$ cat src/rtl/sd_block_receiver_pkg.sv
// Shared constants, state encoding and the serial CRC16-CCITT step used by
// the SD SPI block receiver and its sibling transmit-side CRC generator.
package sd_block_receiver_pkg;

  localparam logic [7:0]  START_TOKEN = 8'hFE;
  localparam logic [15:0] CRC16_POLY  = 16'h1021;

  typedef enum logic [1:0] {
    IDLE,
    HUNT,
    DATA,
    CRC
  } rx_state_e;

  // One MSB-first step of CRC16-CCITT: feedback is the outgoing MSB xor the new bit.
  function automatic logic [15:0] crc16_next(input logic [15:0] crc, input logic bit_in);
    logic fb;
    fb = crc[15] ^ bit_in;
    return {crc[14:0], 1'b0} ^ (fb ? CRC16_POLY : 16'h0000);
  endfunction

endpackage

$ cat src/rtl/crc16_serial.sv
// Bit-serial CRC16-CCITT accumulator (init 0). 'clear' wins over 'en'.
module crc16_serial
  import sd_block_receiver_pkg::*;
(
  input  logic        clk,
  input  logic        reset,
  input  logic        en,
  input  logic        clear,
  input  logic        bit_in,
  output logic [15:0] crc
);

  logic [15:0] crc_q;

  // Accumulate one data bit per enabled cycle; restart from zero on clear.
  always_ff @(posedge clk) begin
    if (!reset) begin
      crc_q <= 16'h0000;
    end else if (clear) begin
      crc_q <= 16'h0000;
    end else if (en) begin
      crc_q <= crc16_next(crc_q, bit_in);
    end
  end

  assign crc = crc_q;

endmodule

$ cat src/rtl/sd_block_receiver.sv
// SD SPI receive-side data-block engine: hunts the bit-aligned 0xFE token,
// deserialises BLOCK_BYTES bytes MSB-first, captures the trailing CRC16 and
// compares it with the CRC computed over the received data bits.
module sd_block_receiver
  import sd_block_receiver_pkg::*;
#(
  parameter int BLOCK_BYTES  = 512,
  parameter int TIMEOUT_BITS = 4096
) (
  input  logic                           spi_clk,
  input  logic                           reset,
  input  logic                           en,
  input  logic                           start,
  input  logic                           miso,
  output logic [7:0]                     data,
  output logic                           data_valid,
  output logic [$clog2(BLOCK_BYTES)-1:0] byte_index,
  output logic                           busy,
  output logic                           done,
  output logic                           crc_ok,
  output logic                           crc_err,
  output logic                           timeout,
  output logic [15:0]                    crc16_calc,
  output logic [15:0]                    crc16_rx
);

  localparam int IDX_W = $clog2(BLOCK_BYTES);
  localparam int TMO_W = $clog2(TIMEOUT_BITS);

  rx_state_e        state_q, state_d;
  logic [7:0]       window_q, window_d;
  logic [7:0]       shift_q, shift_d;
  logic [TMO_W-1:0] hunt_cnt_q, hunt_cnt_d;
  logic [3:0]       bit_cnt_q, bit_cnt_d;
  logic [IDX_W-1:0] byte_cnt_q, byte_cnt_d;
  logic [7:0]       data_q, data_d;
  logic             data_valid_q, data_valid_d;
  logic [IDX_W-1:0] byte_index_q, byte_index_d;
  logic             done_q, done_d;
  logic             crc_ok_q, crc_ok_d;
  logic             crc_err_q, crc_err_d;
  logic             timeout_q, timeout_d;
  logic [15:0]      crc_rx_q, crc_rx_d;
  logic             crc_clear, crc_step;
  logic [7:0]       win_next, byte_next;
  logic [15:0]      rx_next;

  crc16_serial u_crc (
    .clk    (spi_clk),
    .reset  (reset),
    .en     (crc_step),
    .clear  (crc_clear),
    .bit_in (miso),
    .crc    (crc16_calc)
  );

  // Next-state and output decode; every register holds unless a rule changes it.
  always_comb begin
    state_d      = state_q;
    window_d     = window_q;
    shift_d      = shift_q;
    hunt_cnt_d   = hunt_cnt_q;
    bit_cnt_d    = bit_cnt_q;
    byte_cnt_d   = byte_cnt_q;
    data_d       = data_q;
    data_valid_d = 1'b0;
    byte_index_d = byte_index_q;
    done_d       = 1'b0;
    crc_ok_d     = crc_ok_q;
    crc_err_d    = crc_err_q;
    timeout_d    = timeout_q;
    crc_rx_d     = crc_rx_q;
    crc_clear    = 1'b0;
    crc_step     = 1'b0;
    win_next     = {window_q[6:0], miso};
    byte_next    = {shift_q[6:0], miso};
    rx_next      = {crc_rx_q[14:0], miso};
    unique case (state_q)
      IDLE: begin
        if (start) begin
          state_d    = HUNT;
          window_d   = 8'h00;
          shift_d    = 8'h00;
          hunt_cnt_d = '0;
          bit_cnt_d  = 4'd0;
          byte_cnt_d = '0;
          crc_ok_d   = 1'b0;
          crc_err_d  = 1'b0;
          timeout_d  = 1'b0;
          crc_rx_d   = 16'h0000;
          crc_clear  = 1'b1;
        end
      end
      HUNT: begin
        if (en) begin
          window_d = win_next;
          if (win_next == START_TOKEN) begin
            state_d    = DATA;
            bit_cnt_d  = 4'd0;
            byte_cnt_d = '0;
          end else if (hunt_cnt_q == TMO_W'(TIMEOUT_BITS - 1)) begin
            timeout_d = 1'b1;
            done_d    = 1'b1;
            state_d   = IDLE;
          end else begin
            hunt_cnt_d = hunt_cnt_q + TMO_W'(1);
          end
        end
      end
      DATA: begin
        if (en) begin
          crc_step = 1'b1;
          shift_d  = byte_next;
          if (bit_cnt_q == 4'd7) begin
            bit_cnt_d    = 4'd0;
            data_d       = byte_next;
            data_valid_d = 1'b1;
            byte_index_d = byte_cnt_q;
            byte_cnt_d   = byte_cnt_q + IDX_W'(1);
            if (byte_cnt_q == IDX_W'(BLOCK_BYTES - 1)) begin
              state_d = CRC;
            end
          end else begin
            bit_cnt_d = bit_cnt_q + 4'd1;
          end
        end
      end
      CRC: begin
        if (en) begin
          crc_rx_d = rx_next;
          if (bit_cnt_q == 4'd15) begin
            crc_ok_d  = (rx_next == crc16_calc);
            crc_err_d = (rx_next != crc16_calc);
            done_d    = 1'b1;
            state_d   = IDLE;
          end else begin
            bit_cnt_d = bit_cnt_q + 4'd1;
          end
        end
      end
      default: state_d = IDLE;
    endcase
  end

  // State and output registers with synchronous active-low reset.
  always_ff @(posedge spi_clk) begin
    if (!reset) begin
      state_q      <= IDLE;
      window_q     <= 8'h00;
      shift_q      <= 8'h00;
      hunt_cnt_q   <= '0;
      bit_cnt_q    <= 4'd0;
      byte_cnt_q   <= '0;
      data_q       <= 8'h00;
      data_valid_q <= 1'b0;
      byte_index_q <= '0;
      done_q       <= 1'b0;
      crc_ok_q     <= 1'b0;
      crc_err_q    <= 1'b0;
      timeout_q    <= 1'b0;
      crc_rx_q     <= 16'h0000;
    end else begin
      state_q      <= state_d;
      window_q     <= window_d;
      shift_q      <= shift_d;
      hunt_cnt_q   <= hunt_cnt_d;
      bit_cnt_q    <= bit_cnt_d;
      byte_cnt_q   <= byte_cnt_d;
      data_q       <= data_d;
      data_valid_q <= data_valid_d;
      byte_index_q <= byte_index_d;
      done_q       <= done_d;
      crc_ok_q     <= crc_ok_d;
      crc_err_q    <= crc_err_d;
      timeout_q    <= timeout_d;
      crc_rx_q     <= crc_rx_d;
    end
  end

  assign data       = data_q;
  assign data_valid = data_valid_q;
  assign byte_index = byte_index_q;
  assign busy       = (state_q != IDLE);
  assign done       = done_q;
  assign crc_ok     = crc_ok_q;
  assign crc_err    = crc_err_q;
  assign timeout    = timeout_q;
  assign crc16_rx   = crc_rx_q;

endmodule

$ cat config.mk
export PLATFORM = sky130hd
export DESIGN_NAME = sd_block_receiver
export DESIGN_NICKNAME = d
export VERILOG_FILES = /design/src/rtl/sd_block_receiver_pkg.sv /design/src/rtl/crc16_serial.sv /design/src/rtl/sd_block_receiver.sv
export SDC_FILE = /design/constraint.sdc
export NUM_CORES = 1
export LEC_CHECK = 0
export BUFFER_PORTS_ARGS = -buffer_cell sky130_fd_sc_hd__buf_2
export CAP_MARGIN = 15
export CORE_UTILIZATION = 57
export DETAILED_ROUTE_END_ITERATION = 7
export PLACE_DENSITY_LB_ADDON = 0.3
export SYNTH_ARGS = -nofsm -noshare
export SYNTH_HDL_FRONTEND = slang
export SYNTH_SLANG_ARGS = --single-unit
export TNS_END_PERCENT = 10
$ cat constraint.sdc
create_clock -name spi_clk -period 2.4 [get_ports spi_clk]
set_input_delay 0.12 -clock spi_clk [delete_from_list [all_inputs] [get_ports spi_clk]]
set_output_delay 0.12 -clock spi_clk [all_outputs]
set_load 0.005 [all_outputs]
# --- Yosys cells after proc, flatten, opt, wreduce, memory -nomap -nowiden ---
# Index checks and enable logic that the tools add are counted.
classes:
  n_addsub: 3
  reduce_logical: 18
  mux: 60
  n_bitwise: 3
  n_eq_ne: 23
ops:
  columns: ["operator", "n"]
  rows:
  - ["$mux W12", 4]
  - ["$mux W9", 5]
  - ["$mux W16", 2]
  - ["$pmux W16 S2", 1]
  - ["$mux W4", 7]
  - ["$pmux W7 S2", 2]
  - ["$pmux W9 S3", 1]
  - ["$ne A2 B2 Y1 const B", 12]
  - ["$pmux W12 S2", 1]
  - ["$mux W7", 3]
  - ["$mux W1", 18]
  - ["$mux W2", 9]
  - ["$eq A16 B16 Y1", 1]
  - ["$ne A16 B16 Y1", 1]
  - ["$pmux W4 S4", 1]
  - ["$xor A16 B16 Y16", 1]
  - ["$reduce_and A3 Y1", 5]
  - ["$mux W13", 1]
  - ["$add A12 B1 Y12 const B", 1]
  - ["$eq A12 B12 Y1 const B", 1]
  - ["$reduce_and A6 Y1", 2]
  - ["$reduce_and A5 Y1", 2]
  - ["$add A9 B1 Y9 const B", 1]
  - ["$eq A9 B9 Y1 const B", 1]
  - ["other kinds (17)", 24]
word_totals:
  inputBits: 5
  regBits: 95
  out_inout_bits: 55
  wordCells: 122

# --- Depth between registers and ports, before layout ---
depth:
  depth_word: 5
  depth_mapped: 7
  mapped_depth_nobuf: 5

# --- Cells and area by module ---
# Synthesis repeated with hierarchy kept, for this count alone.
hier_totals:
  hier_cells: 494
  hier_area_um2: 4337.9
by_module_without_submodules:
  columns: ["module", "n_inst", "cells_each", "area_per_inst_um2", "seq_area_each_um2"]
  rows:
  - ["sd_block_receiver", 1, 434, 3706.1, 1581.5]
  - ["crc16_serial", 1, 60, 631.9, 320.3]

# --- Least setup slack after synthesis ---
# Ideal clock, no wire load.
synth_timing:
  kind: "register -> register"
  from: "register hunt_cnt_q[0]"
  to: "register hunt_cnt_q[9]"
  synth_period_minus_slack_ns: 1.670
  path_buffers: 1
  t_arrival_ns: 1.599
  t_required_ns: 2.329
  setup_ns: 0.071
  slack_ns: 0.730
  path_stages_with_launch: 7
  path_cell_list: "dfxtp_1 ha_1 and4_1 and3_4 buf_6 or4_1 a21oi_1"
synth_via:
  elab_chain_len: 5
  word_cells_on_any_way: 8
  classes_between: "add/sub (1); eq/ne (2); mux (4); reduce/logical (1)"
synth_lines:
  columns: ["element", "line_no", "text"]
  rows:
  - ["from (decl)", "sd_block_receiver.sv:33", "logic [TMO_W-1:0] hunt_cnt_q, hunt_cnt_d;"]
  - ["from (signal assigned)", "sd_block_receiver.sv:166", "hunt_cnt_q <= hunt_cnt_d;"]
  - ["$add A12 B1 Y12", "sd_block_receiver.sv:106", "hunt_cnt_d = hunt_cnt_q + TMO_W'(1);"]
  - ["$mux W12", "sd_block_receiver.sv:101", "end else if (hunt_cnt_q == TMO_W'(TIMEOUT_BITS - 1)) begin"]
  - ["$mux W12", "sd_block_receiver.sv:97", "if (win_next == START_TOKEN) begin"]
  - ["$mux W12", "sd_block_receiver.sv:95", "if (en) begin"]
  - ["$pmux W12 S2", "sd_block_receiver.sv:78", "unique case (state_q)"]
# Parallel ways exist; a longest one is shown, timed or not. The select of a mux whose other input is x is not followed.
# A chain may end at the register's enable or synchronous reset.

# --- Worst setup path after layout ---
layout_timing:
  from: "register state_q[0]"
  to: "register byte_cnt_q[0]"
layout_via:
  elab_chain_len: 3
  word_cells_on_any_way: 11
  classes_between: "eq/ne (7); mux (1); reduce/logical (3)"
layout_lines:
  columns: ["element", "line_no", "text"]
  rows:
  - ["from (decl)", "sd_block_receiver.sv:30", "rx_state_e state_q, state_d;"]
  - ["from (signal assigned)", "sd_block_receiver.sv:163", "state_q <= state_d;"]
  - ["$eq A2 B1 Y1 (tied with other cells)", "sd_block_receiver.sv:78", null]
  - ["$ne A2 B2 Y1 (no source line) / $reduce_bool A3 Y1 (equally long branches)", null, null]
  - ["$reduce_and A6 Y1 (no source line)", null, null]
  - ["to (signal assigned)", "sd_block_receiver.sv:168", "byte_cnt_q <= byte_cnt_d;"]
  - ["to (decl)", "sd_block_receiver.sv:35", "logic [IDX_W-1:0] byte_cnt_q, byte_cnt_d;"]
# Parallel ways exist; a longest one is shown, timed or not.

==> results.sh <==
export IMPL_syn_mean_instance_area_sq_um=8.242
export IMPL_area_growth_synth_to_final_pct=11.68
export IMPL_floorplan_initialDensity=0.5961
export IMPL_crit_path_max_fanout=16
export IMPL_final_net_count=590
export IMPL_holdCritPathClass="in -> reg"
export IMPL_post_cts_resized=0
export IMPL_cp_arrival_ns=2.45
export IMPL_fin_total_pwr_mw=2.736
export IMPL_pins_over_slew_limit=0
export IMPL_final_hold_violation_count=0
export IMPL_sort_of_element_at_the_start_of_the_critical_path="flip-flop"
export IMPL_die_area_sq_um=8062
export IMPL_clk_transition_reported_paths_ns=0.09
export IMPL_vias_per_cell=5.966
export IMPL_rsz0062_at_grt="no"
export IMPL_clock_sinks=95
export IMPL_ioPinCount=60
export IMPL_layout_worst_path_cycle_share=0.8967
export IMPL_cp_end_kind="flip-flop"
export IMPL_vdd_ir_drop_worst_mv=0.3143
export IMPL_tritoncts="done"
export IMPL_synth_edff_count=0
export IMPL_cts_hold_buffers=0
export IMPL_timing_hold_worst_path_depth=3
export IMPL_postSynth_asyncResetShare=0
export IMPL_max_cap_viol_count=0
export IMPL_dp_hpwl_mm=7.081
export IMPL_hold_end="byte_index[0]"
export IMPL_worst_pin_slew_ns=0.9676
export IMPL_synthFlopType="sky130_fd_sc_hd__dfxtp_1"
export IMPL_grt_start_max_net_pins=42
export IMPL_number_of_optimization_iterations_in_the_first_detailed_route_pass=4
export IMPL_setup_tns_ns=0
export IMPL_io_buffer_count=59
export IMPL_drc=0
export IMPL_grt_first_pass_wirelength_mm=17.60
export IMPL_critical_path_required_ns=2.70
export IMPL_coreArea_sq_um=7370
export IMPL_final_layout_size_suffix_gt1_frac=0.1672
export IMPL_finalWorstSetupSlack_ns=0.2478
export IMPL_synth_fp_nets=542
export IMPL_critical_path_reg2reg_startpoint="state_q[0]"
export IMPL_floorplan_rows=31
export IMPL_setup_viol_count_final=0
export IMPL_global_route_overflow_total=0
export IMPL_yosys_warn_count=0
export IMPL_worst_clock_skew_ns=0.006782
export IMPL_flip_flop_and_latch_count_after_synthesis=95
export IMPL_outcome="complete, no violations"
export IMPL_placement_setup_worst_slack_ns=0.3665
export IMPL_clkLatencyLatePin_ns=0.37
export IMPL_iter_0_drt_violations=275
export IMPL_route_vias_total=4087
export IMPL_leakagePower_nw=1.751
export IMPL_route_final_wire_length_mm=10.41
export IMPL_routabilityCongestion=0.8886
export IMPL_synth_cell_area_sq_um=4393
export IMPL_layout_filler_cells=655
export IMPL_rr_worst_depth=4
export IMPL_cts_htree_levels=3
export IMPL_antenna_cells=0
export IMPL_drt_wirelength_per_cell_um=15.20
export IMPL_synth_yosys_seq_area_share=0.4329
export IMPL_post_cts_setup_buffer_count=0
export IMPL_vias_in_the_first_global_route=3609
export IMPL_worst_slew_margin_rel=0.3549
export IMPL_grt_usage=0.2661
export IMPL_number_of_routed_nets_with_antenna_violations=0
export IMPL_power_per_cell_area_nw_per_um2=557.8
export IMPL_multi_input_area_sq_um=2272
export IMPL_crit_reg2reg_capture="byte_cnt_q[0]"
export IMPL_largest_buffer_count_on_any_clock_path=2
export IMPL_cts_made_buffers=9
export IMPL_clockRootBuffer="sky130_fd_sc_hd__clkbuf_8"
export IMPL_floorplan_die_width_um=89.79
export IMPL_chipHeight_um=89.79
export IMPL_number_of_cells_produced_by_synthesis=533
export IMPL_clock_fmax_mhz=464.6
export IMPL_antenna_found_initial=0
export IMPL_critical_path_class="reg -> reg"
export IMPL_hold_path_startpoint="reset"
export IMPL_synth_cell_type_count=51
export IMPL_period_needed_ns=2.152
export IMPL_register_cell_area_after_layout_sq_um=1902
export IMPL_worst_r2r_setup_slack_ns=0.25
==> final cells by class <==
class | instances | share of cell area
inverters | 9 | 0.006886
clock buffers | 10 | 0.02805
well taps | 99 | 0.02525
multi-input cells | 394 | 0.4631
flip-flops and latches | 95 | 0.3877
repair buffers | 72 | 0.08008
clock inverters | 6 | 0.008926
==> report_power, final <==
part | leakage [nW] | switching, mW | internal, mW | total, mW
Clock | 0.0930 | 0.585 | 0.411 | 0.996
Combinational | 0.893 | 0.109 | 0.0395 | 0.149
Sequential | 0.766 | 0.0113 | 1.58 | 1.59
Total | 1.75 | 0.706 | 2.03 | 2.74
==> state kept, by name, summed over array words and instances, names as in the netlist, named ones only <==
signal,cells
crc16_rx,16
u_crc.crc,16
hunt_cnt_q,12
byte_cnt_q,9
byte_index,9
data,8
shift_q,7
window_q,7
bit_cnt_q,4
crc_err,1
crc_ok,1
data_valid,1
done,1
state_q,1
timeout,1
==> through the flow <==
| step | utilization | instance area (sq um) | hold slack, ns | instances |
|---|---|---|---|---|
| after floorplan | - | 4393 | 0.3151 | 533 |
| after global routing | 0.6657 | 4906 | 0.1756 | 685 |
| after CTS | 0.6657 | 4906 | 0.1526 | 685 |
| final | 0.6657 | 4906 | 0.1535 | 685 |
| after global placement | 0.6411 | 4725 | 0.4398 | 669 |
| after detailed placement | 0.6411 | 4725 | 0.4441 | 669 |
==> metal layers <==
layer / share of wire / track usage / up-vias
li1: - / - / 2012
met1: 0.46 / 0.3659 / 1924
met2: 0.47 / 0.4167 / 134
met3: 0.053 / 0.04907 / 17
met4: 0.017 / 0.09699 / 0
met5: 0 / 0 / -
==> layout by cell type, fill, tap and decap left out, types with 2 or more instances in the layout <==
cell                        synthesis  layout
sky130_fd_sc_hd__a211oi_1           3       3
sky130_fd_sc_hd__a21oi_1           85      85
sky130_fd_sc_hd__a21oi_2            2       2
sky130_fd_sc_hd__and2_1             4       4
sky130_fd_sc_hd__and3_1             5       5
sky130_fd_sc_hd__and3b_1            2       2
sky130_fd_sc_hd__and4_1             5       5
sky130_fd_sc_hd__and4b_1            2       2
sky130_fd_sc_hd__buf_2             19      59
sky130_fd_sc_hd__buf_4              4      13
sky130_fd_sc_hd__clkbuf_8           0      10
sky130_fd_sc_hd__clkinv_2           0       2
sky130_fd_sc_hd__dfxtp_1           95      95
sky130_fd_sc_hd__ha_1               4       4
sky130_fd_sc_hd__inv_1              9       9
sky130_fd_sc_hd__inv_6              0       2
sky130_fd_sc_hd__mux2i_1            8       8
sky130_fd_sc_hd__nand2_1          103     103
sky130_fd_sc_hd__nand2_2            2       2
sky130_fd_sc_hd__nand2b_1           4       4
sky130_fd_sc_hd__nand3_1           36      36
sky130_fd_sc_hd__nand3b_1           3       3
sky130_fd_sc_hd__nand4_1           12      12
sky130_fd_sc_hd__nand4b_1           8       8
sky130_fd_sc_hd__nor2_1             9       9
sky130_fd_sc_hd__nor2b_1            2       2
sky130_fd_sc_hd__nor3_1             8       8
sky130_fd_sc_hd__o2111ai_1          2       2
sky130_fd_sc_hd__o211ai_1          16      16
sky130_fd_sc_hd__o21ai_0           10      10
sky130_fd_sc_hd__o311ai_0           2       2
sky130_fd_sc_hd__o31a_1             2       2
sky130_fd_sc_hd__o31ai_1            7       7
sky130_fd_sc_hd__or2_2              2       2
sky130_fd_sc_hd__or3_1              5       5
sky130_fd_sc_hd__or4_1              7       7
sky130_fd_sc_hd__xnor2_1           19      19
==> critical path, cell delays in order, from the launching register on <==
cell	delay [ns]
sky130_fd_sc_hd__dfxtp_1	0.67
sky130_fd_sc_hd__nand2b_1	0.10
sky130_fd_sc_hd__a21oi_1	0.76
sky130_fd_sc_hd__o21ai_0	0.32
sky130_fd_sc_hd__nor3_1	0.23
==> Yosys cell counts, types with 4 or more instances <==
cell                       count  area [sq um]
sky130_fd_sc_hd__mux2i_1       8         80.08
sky130_fd_sc_hd__and4_1        5         43.79
sky130_fd_sc_hd__inv_1         9         33.78
sky130_fd_sc_hd__nand2_1     103         386.6
sky130_fd_sc_hd__nand3_1      36         180.2
sky130_fd_sc_hd__nor2_1        9         33.78
sky130_fd_sc_hd__or4_1         7         52.55
sky130_fd_sc_hd__dfxtp_1      95          1902
sky130_fd_sc_hd__nor3_1        8         40.04
sky130_fd_sc_hd__nand2b_1      4         25.02
sky130_fd_sc_hd__buf_2        19         95.09
sky130_fd_sc_hd__o211ai_1     16         120.1
sky130_fd_sc_hd__a21oi_1      85         425.4
sky130_fd_sc_hd__clkbuf_1     10         37.54
sky130_fd_sc_hd__buf_4         4         30.03
sky130_fd_sc_hd__and2_1        4         25.02
sky130_fd_sc_hd__ha_1          4         50.05
sky130_fd_sc_hd__nand4_1      12         75.07
sky130_fd_sc_hd__o31ai_1       7         52.55
sky130_fd_sc_hd__nand4b_1      8         70.07
sky130_fd_sc_hd__xnor2_1      19         166.4
sky130_fd_sc_hd__and3_1        5         31.28
sky130_fd_sc_hd__or3_1         5         31.28
sky130_fd_sc_hd__o21ai_0      10         50.05
==> worst max-delay path by stage <==
stage,startpoint,slack (ns),depth (start not counted),to
final,state_q[0],0.25,4,byte_cnt_q[0]
after floorplan,hunt_cnt_q[0],0.73,6,hunt_cnt_q[9]
after detailed placement,state_q[0],0.37,4,byte_cnt_q[0]
after global routing,state_q[0],0.06,4,byte_cnt_q[0]
after global placement,state_q[0],0.44,4,byte_cnt_q[0]
after CTS,state_q[0],0.30,4,byte_cnt_q[0]
==> logic make-up after synthesis <==
logic type | synth area share
muxes | 0.01823
xor gates and xnor gates | 0.03788
buffers and inverters | 0.04984
AOI/OAI and AO/OA | 0.1874
and+or+nand+nor | 0.2623
DFF | 0.4329
adders and majority gates | 0.01139
Power figures use the tool's default switching activity.
